==> src/rtl/div_unit.sv <==
`default_nettype none
// ============================================================================
// Module   : div_unit
// Brief    : Multi-cycle radix-2 restoring divider for DIV/DIVU (hi=rem, lo=quo)
// Revision : 1.0 - initial release
// ============================================================================
module div_unit (
    input  logic        clk,
    input  logic        rst,
    input  logic        start,
    input  logic        is_signed,
    input  logic [31:0] dividend,
    input  logic [31:0] divisor,
    input  logic        cancel,
    output logic        stall,
    output logic        done,
    output logic [31:0] hi,
    output logic [31:0] lo
);

    localparam logic [1:0] c_IDLE = 2'd0;
    localparam logic [1:0] c_BUSY = 2'd1;
    localparam logic [1:0] c_DONE = 2'd2;

    logic [1:0]  r_state;
    logic [5:0]  r_count;
    logic [31:0] r_dvd;     // dividend magnitude, shifted out MSB first; fills with quotient
    logic [31:0] r_dvs;
    logic [32:0] r_rem;
    logic        r_signed;
    logic        r_qsign;
    logic        r_rsign;

    logic [33:0] w_shift;
    logic [33:0] w_diff;
    logic        w_qbit;
    logic [32:0] w_rem_next;
    logic [31:0] w_quo_next;
    logic [31:0] w_lo_fin;
    logic [31:0] w_hi_fin;
    logic [31:0] w_abs_dvd;
    logic [31:0] w_abs_dvs;

    always_comb begin
        w_abs_dvd  = (is_signed && dividend[31]) ? -dividend : dividend;
        w_abs_dvs  = (is_signed && divisor[31])  ? -divisor  : divisor;
        // The partial remainder never exceeds 33 bits, so bit 33 of the
        // difference is a clean borrow flag for the restoring decision.
        w_shift    = {r_rem, r_dvd[31]};
        w_diff     = w_shift - {2'b00, r_dvs};
        w_qbit     = ~w_diff[33];
        w_rem_next = w_qbit ? w_diff[32:0] : w_shift[32:0];
        w_quo_next = {r_dvd[30:0], w_qbit};
        w_lo_fin   = (r_signed && r_qsign) ? -w_quo_next : w_quo_next;
        w_hi_fin   = (r_signed && r_rsign) ? -w_rem_next[31:0] : w_rem_next[31:0];
    end

    assign stall = ((r_state == c_IDLE) && start && !cancel) || (r_state == c_BUSY);
    assign done  = (r_state == c_DONE);

    always_ff @(posedge clk or negedge rst) begin
        if (!rst) begin
            r_state  <= c_IDLE;
            r_count  <= 6'd0;
            r_dvd    <= 32'd0;
            r_dvs    <= 32'd0;
            r_rem    <= 33'd0;
            r_signed <= 1'b0;
            r_qsign  <= 1'b0;
            r_rsign  <= 1'b0;
            hi       <= 32'd0;
            lo       <= 32'd0;
        end else if (cancel) begin
            r_state <= c_IDLE;
        end else begin
            case (r_state)
                c_IDLE: begin
                    if (start) begin
                        r_signed <= is_signed;
                        r_qsign  <= dividend[31] ^ divisor[31];
                        r_rsign  <= dividend[31];
                        r_dvd    <= w_abs_dvd;
                        r_dvs    <= w_abs_dvs;
                        r_rem    <= 33'd0;
                        r_count  <= 6'd0;
                        if (divisor == 32'd0) begin
                            lo      <= 32'hFFFF_FFFF;
                            hi      <= dividend;
                            r_state <= c_DONE;
                        end else begin
                            r_state <= c_BUSY;
                        end
                    end
                end
                c_BUSY: begin
                    r_rem   <= w_rem_next;
                    r_dvd   <= w_quo_next;
                    r_count <= r_count + 6'd1;
                    if (r_count == 6'd31) begin
                        lo      <= w_lo_fin;
                        hi      <= w_hi_fin;
                        r_state <= c_DONE;
                    end
                end
                c_DONE: begin
                    r_state <= c_IDLE;
                end
                default: begin
                    r_state <= c_IDLE;
                end
            endcase
        end
    end

endmodule
`default_nettype wire

==> config.mk <==
export PLATFORM = sky130hd
export DESIGN_NAME = div_unit
export DESIGN_NICKNAME = d
export VERILOG_FILES = /design/src/rtl/div_unit.sv
export SDC_FILE = /design/constraint.sdc
export NUM_CORES = 1
export LEC_CHECK = 0
export BUFFER_PORTS_ARGS = -buffer_cell sky130_fd_sc_hd__buf_4
export CELL_PAD_IN_SITES_DETAIL_PLACEMENT = 1
export CELL_PAD_IN_SITES_GLOBAL_PLACEMENT = 2
export CORE_MARGIN = 2
export CORE_UTILIZATION = 36
export DETAILED_ROUTE_END_ITERATION = 10
export PLACE_DENSITY = 0.79
export SETUP_SLACK_MARGIN = 0.15
export SLEW_MARGIN = 10
export SYNTH_ARGS = -nofsm -noshare
export SYNTH_HDL_FRONTEND = slang
export SYNTH_SLANG_ARGS = --single-unit
==> constraint.sdc <==
create_clock -name clk -period 5.64 [get_ports clk]
set_input_delay 1.128 -clock clk [delete_from_list [all_inputs] [get_ports clk]]
set_output_delay 1.128 -clock clk [all_outputs]
set_load 0.005 [all_outputs]
======== Yosys cells after proc, flatten, opt, wreduce, memory -nomap -nowiden ========
Cells that the tools add are included.
word-level totals
  logic and storage cells ................. 66
  latch bits .............................. 0
  register bits ........................... 172
  output and inout bits ................... 66
  memories ................................ 0
  input port bits ......................... 69
  bits in writable memories ............... 0
  memory bits (read-only) ................. 0
cells by class
  add/sub/neg operators ................... 6
  reductions and logical operators ........ 15
  shift-type cells ........................ 0
  muxes and demuxes ....................... 24
  bitwise logic cells ..................... 3
  div/mod/pow operators ................... 0
  equality and inequality tests ........... 8
  $lt $le $gt $ge ......................... 0
  multiply operators ...................... 0
operator list
  kind                                                              count
  32-bit 2-to-1 mux                                                 11
  32-bit one-hot mux with 2 select lines                            3
  32-bit negator                                                    4
  33-bit 2-to-1 mux                                                 2
  33-bit one-hot mux with 2 select lines                            1
  34-bit by 32-bit subtractor with 34-bit output                    1
  32-bit logical NOT                                                1
  6-bit one-hot mux with 2 select lines                             1
  2-bit 2-to-1 mux                                                  4
  6-bit by 1-bit adder with 6-bit output (second input constant)    1
  6-bit by 5-bit == test with 1-bit output (second input constant)  1
  1-bit logical AND                                                 6
  6-bit 2-to-1 mux                                                  1
  3-bit AND reduction                                               2
  5-bit AND reduction                                               1
  2-bit by 1-bit != test with 1-bit output (second input constant)  2
  2-bit one-hot mux with 2 select lines                             1
  3-bit by 2-bit != test with 1-bit output (second input constant)  1
  3-bit != test (second input constant)                             1
  2-bit by 1-bit == test with 1-bit output (second input constant)  1
  2-bit == test (second input constant)                             1
  2-bit logical NOT                                                 1
  2-bit != test (second input constant)                             1
  1-bit inverter                                                    2
  other kinds (5)                                                   5

======== Depth between registers and ports, before layout ========
  depth after elaboration ................. 6
  gate-level depth with buffers ........... 23
  depth with buffers taken out ............ 20

======== Worst setup path after synthesis ========
No wires, ideal clock.
  kind .................................... register -> register
  start point ............................. register r_rem[20]
  end point ............................... register hi[30]
  library setup time ...................... 0.128 ns
  buffers on the path ..................... 3
  cell stages (with the launch flop) ...... 23
  clock period less this slack ............ 4.613 ns
  arrival time ............................ 4.485 ns
  data required time ...................... 5.512 ns
  path slack .............................. 1.027 ns
  cell sequence ........................... dfrtp_1 ha_1 clkbuf_1 and4_1 nor4bb_1 a22o_1 or3_1 o211a_2 clkinv_4 clkbuf_8 clkbuf_1 nand2_1 o21ai_0 inv_1 ha_1 nor4b_1 and2_1 and3_1 a21o_1 nand3_1 o41ai_1 mux2i_1 nand3_1
on the way
  cells in the longest elaborated chain, start to end .. 6
RTL lines
  element                                         RTL line  RTL
  from (decl)                                     29        logic [32:0] r_rem;
  from (signal assigned)                          96        r_rem <= w_rem_next;
  34-bit by 32-bit subtractor with 34-bit output  50        w_diff = w_shift - {2'b00, r_dvs};
  33-bit 2-to-1 mux (*)                           52        w_rem_next = w_qbit ? w_diff[32:0] : w_shift[32:0];
  32-bit negator                                  55        w_hi_fin = (r_signed && r_rsign) ? -w_rem_next[31:0] : w_rem_next[31:0];
  32-bit 2-to-1 mux (*)                           55
  32-bit 2-to-1 mux (*)                           99        if (r_count == 6'd31) begin
  32-bit one-hot mux with 2 select lines (*)      76        case (r_state)
  to (signal assigned)                            88        hi <= dividend;
  to (signal assigned)                            101       hi <= w_hi_fin;
  to (decl)                                       17        output logic [31:0] hi,
Mark *: on every way between the ends. The rest lies on a longest branch, timed or not. The select of a mux whose other input is x is not followed.
A chain may end at the register's enable or synchronous reset.

======== Final worst setup path ========
  start point ............................. register r_rem[10]
  end point ............................... register hi[30]
The elaborated chain is that of the path after synthesis.

==> results.py <==
metrics = {
    "synth": {
        "synth_seq_area_share": 0.344,
        "synth.net_count": 1678,
        "synth_flop_cell": "dfrtp_1",
        "synth.top_cells.by_count": "nand2_1 (209), o21ai_0 (173), dfrtp_1 (172), a21oi_1 (164), nor2_1 (162)",
        "synthesis.area_mm2": 0.0125,
        "postSynthAreaPerCell_um2": 7.96,
        "synth_cell_types": 90,
        "synthesis.instances": 1571,
        "post_synth_main_area_contributors": "dfrtp_1 (34%), o21ai_0 (6.9%), a21oi_1 (6.6%)",
        "async_reset_ff_frac": 1.00,
        "synth_warnings": 0,
        "postSynthRegisterBits": 172,
        "share_of_yosys_cell_area_claimed_by_the_top_area_cell_type": 0.344,
        "most_numerous_cell_in_the_yosys_netlist": "nand2_1",
        "synth-edff-count": 0,
        "yosys_top_cell_by_area": "dfrtp_1",
    },
    "detailed_routing": {
        "drt-wirelength-per-cell_um": 19.6,
        "route.vias.total": 11811,
        "firstDrtPassIters": 5,
        "initialDrtViolationCount": 571,
        "routed_wirelength_mm": 41.6,
        "route.detailed.drc": 0,
        "avgViaCountPerCell": 5.57,
        "final_antenna_net_count": 0,
    },
    "grt": {
        "via_count_of_the_first_global_routing_pass": 11928,
        "antenna_found_initial": 0,
        "grt_max_degree": 97,
        "first_pass_grt_wire_length_mm": 67.0,
        "track_usage": 0.233,
        "grt.overflow.total": 0,
    },
    "timing": {
        "worst_hold_check_slack_ns": 0.477,
        "setup_viol": 0,
        "period_needed_ns": 4.85,
        "timing_worst_slew_pin_value_ns": 0.954,
        "period_share": 0.859,
        "final-hold-violation-count": 0,
        "max_clock_freq_mhz": 206,
        "setup-tns-final_ns": 0,
        "final.setup.worst_slack_ns": 0.794,
        "report.final.slew_viol_count": 0,
        "setup_repair_after_global_routing_missed_its_margin": "false",
        "slew-limit-headroom": 0.362,
        "worst_clock_skew_ns": 0.0117,
    },
    "clocking": {
        "clkLatencyLatePin_ns": 0.45,
        "postCtsHoldBufs": 0,
        "post_cts_sizing_count": 0,
        "clockRootBuffer": "clkbuf_16",
        "num_cts_buffers": 17,
        "htree_num_levels": 4,
        "tritoncts": "yes",
        "post_cts_buffers": 0,
        "cts.sinks": 172,
        "cts-root-to-sink-buffers": 2,
        "clk_pin_slew_worst_paths_ns": 0.07,
    },
    "power_and_ir_drop": {
        "cellPowerDensity_mw_per_mm2": 611,
        "power.static_leakage_nw": 6.17,
        "p_total_mw": 8.78,
        "worst_ir_drop_vdd_mv": 0.468,
    },
    "placed_design": {
        "dp_hpwl_mm": 31.8,
        "place_ws_ns": 0.518,
        "placed_cells": 2091,
        "io_buffer_count": 134,
        "postPlaceCellArea_mm2": 0.0138,
        "gp_congestion": 0.866,
    },
    "worst_hold_path": {
        "worstHoldPathType": "register to register",
        "hold_start": "r_dvs[16]",
    },
    "setup_path": {
        "worst-path-buf-inv": 1,
        "source_of_the_critical_timing_path": "r_rem[10]",
        "end_kind": "register",
        "worst-path-max-fanout": 14,
        "crit_required_ns": 5.97,
        "crit_path_cell_trace": "ha_1 > nand4_1 > nor3_1 > a221oi_1 > a21oi_1 > o211a_2 > clkinv_4 > mux2i_1 > ha_1 > nor4b_1 > and2_1 > and3_1 > a21o_1 > nand3_1 > o41ai_1 > mux2i_1 > nand3_1",
        "signal_arrival_time_at_the_worst_endpoint_ns": 5.18,
        "timing.critical_path.from_type": "register",
        "critPathTopFamily": "simple AND/OR/NAND/NOR gates",
        "crit-reg2reg-launch": "r_rem[10]",
        "cpPeakStageDelay_ns": 0.57,
        "critical-path-slowest-cell": "ha_1",
        "path_class": "register to register",
    },
    "floorplanning": {
        "fp-row-count": 68,
        "ioPinCount": 135,
        "floorplan.initialDensity": 0.364,
        "die_h_um": 190,
        "dieWidth_um": 190,
        "core-area_mm2": 0.0344,
        "floorplan.die_area_mm2": 0.0362,
    },
    "final_layout": {
        "diode_insertion_count_for_antenna_repair": 0,
        "final_design_area_no_fill_mm2": 0.0144,
        "area_growth_syn_to_layout_pct": 14.9,
        "layout.cells.non_filler": 2121,
        "nets": 1762,
        "final_core_utilization": 0.418,
        "drive_above_1_share": 0.133,
    },
    "outcome": {
        "status": "finished clean",
    },
    "flow_run": {
        "cap_violations": 0,
    },
}
==> cell usage in the layout (no fill, tap or decap), types with 7 or more instances in the layout <==
master       n
nand3_1     26
nor2_1     162
o21a_1       9
o21ai_0    173
or3_1       22
xnor2_1     63
mux2i_1     32
a21o_1      10
a31oi_1     24
o31ai_1     13
or4_1       10
o41ai_1     10
a211oi_1    10
ha_1        37
and3_1      12
clkbuf_16   17
inv_1       50
o211ai_1    10
or2_2        7
nand2b_1    10
and2_1      12
buf_4      150
a21oi_1    164
dfrtp_1    172
nor3_1      30
xor2_1      70
nor4_1      17
nand4_1     12
nand2_1    209
==> final timing paths <==
check | endpoint | slack (ns) | depth (start not counted)
worst min-delay path | r_dvs[16] | 0.48 | 2
worst max-delay path | hi[30] | 0.79 | 17
worst max register to register | hi[30] | 0.79 | 17
max in group asynchronous | r_dvd[12] | 3.74 | 2
min in group asynchronous | r_dvd[8] | 0.76 | 1
worst min register to register | r_dvs[16] | 0.48 | 2
==> state kept, by name (all words and copies together), names as in the netlist <==
name	flops
hi	32
lo	32
r_count	6
r_dvd	32
r_dvs	32
r_qsign	1
r_rem	33
r_rsign	1
r_signed	1
r_state	2
==> final cells by class <==
type | count | area (um2)
Clock buffer | 19 | 443
Sequential cell | 172 | 4300
Fill cell | 4256 | 20000
Clock inverter | 11 | 98.8
Tap cell | 455 | 569
Inverter | 52 | 200
Timing Repair Buffer | 152 | 1160
Multi-Input combinational cell | 1260 | 7590
==> layer usage <==
metal / up-vias / track usage / wire, um
met5: - / 0 / 0
met4: 0 / 0.0498 / 542
met3: 26 / 0.0307 / 1230
met2: 196 / 0.391 / 19800
met1: 5833 / 0.321 / 20100
li1: 5756 / - / -
==> logic make-up (layout without fill, tap and decap cells) <==
group                      Yosys count  count (layout)  synth area share
and+or+nand+nor                    561             561             0.207
muxes                               35              35            0.0283
xor gates and xnor gates           133             133            0.0932
adders and majority gates           38              38            0.0386
DFF                                172             172             0.344
buffers and inverters              139             234            0.0510
AOI/OAI and AO/OA                  493             493             0.237
==> where the power goes <==
group | switching [mW] | internal [mW] | total (mW)
logic | 3.34 | 2.16 | 5.50
registers | 0.462 | 1.68 | 2.14
clock network | 0.525 | 0.613 | 1.14
total | 4.33 | 4.45 | 8.78
==> worst min-delay path: cells and delay by family (launching register included) <==
kind / cells / cell delay (ns)
flops: 1 / 0.34
simple gates: 1 / 0.04
compound gates: 1 / 0.06
(Power assumes the default switching activity.)
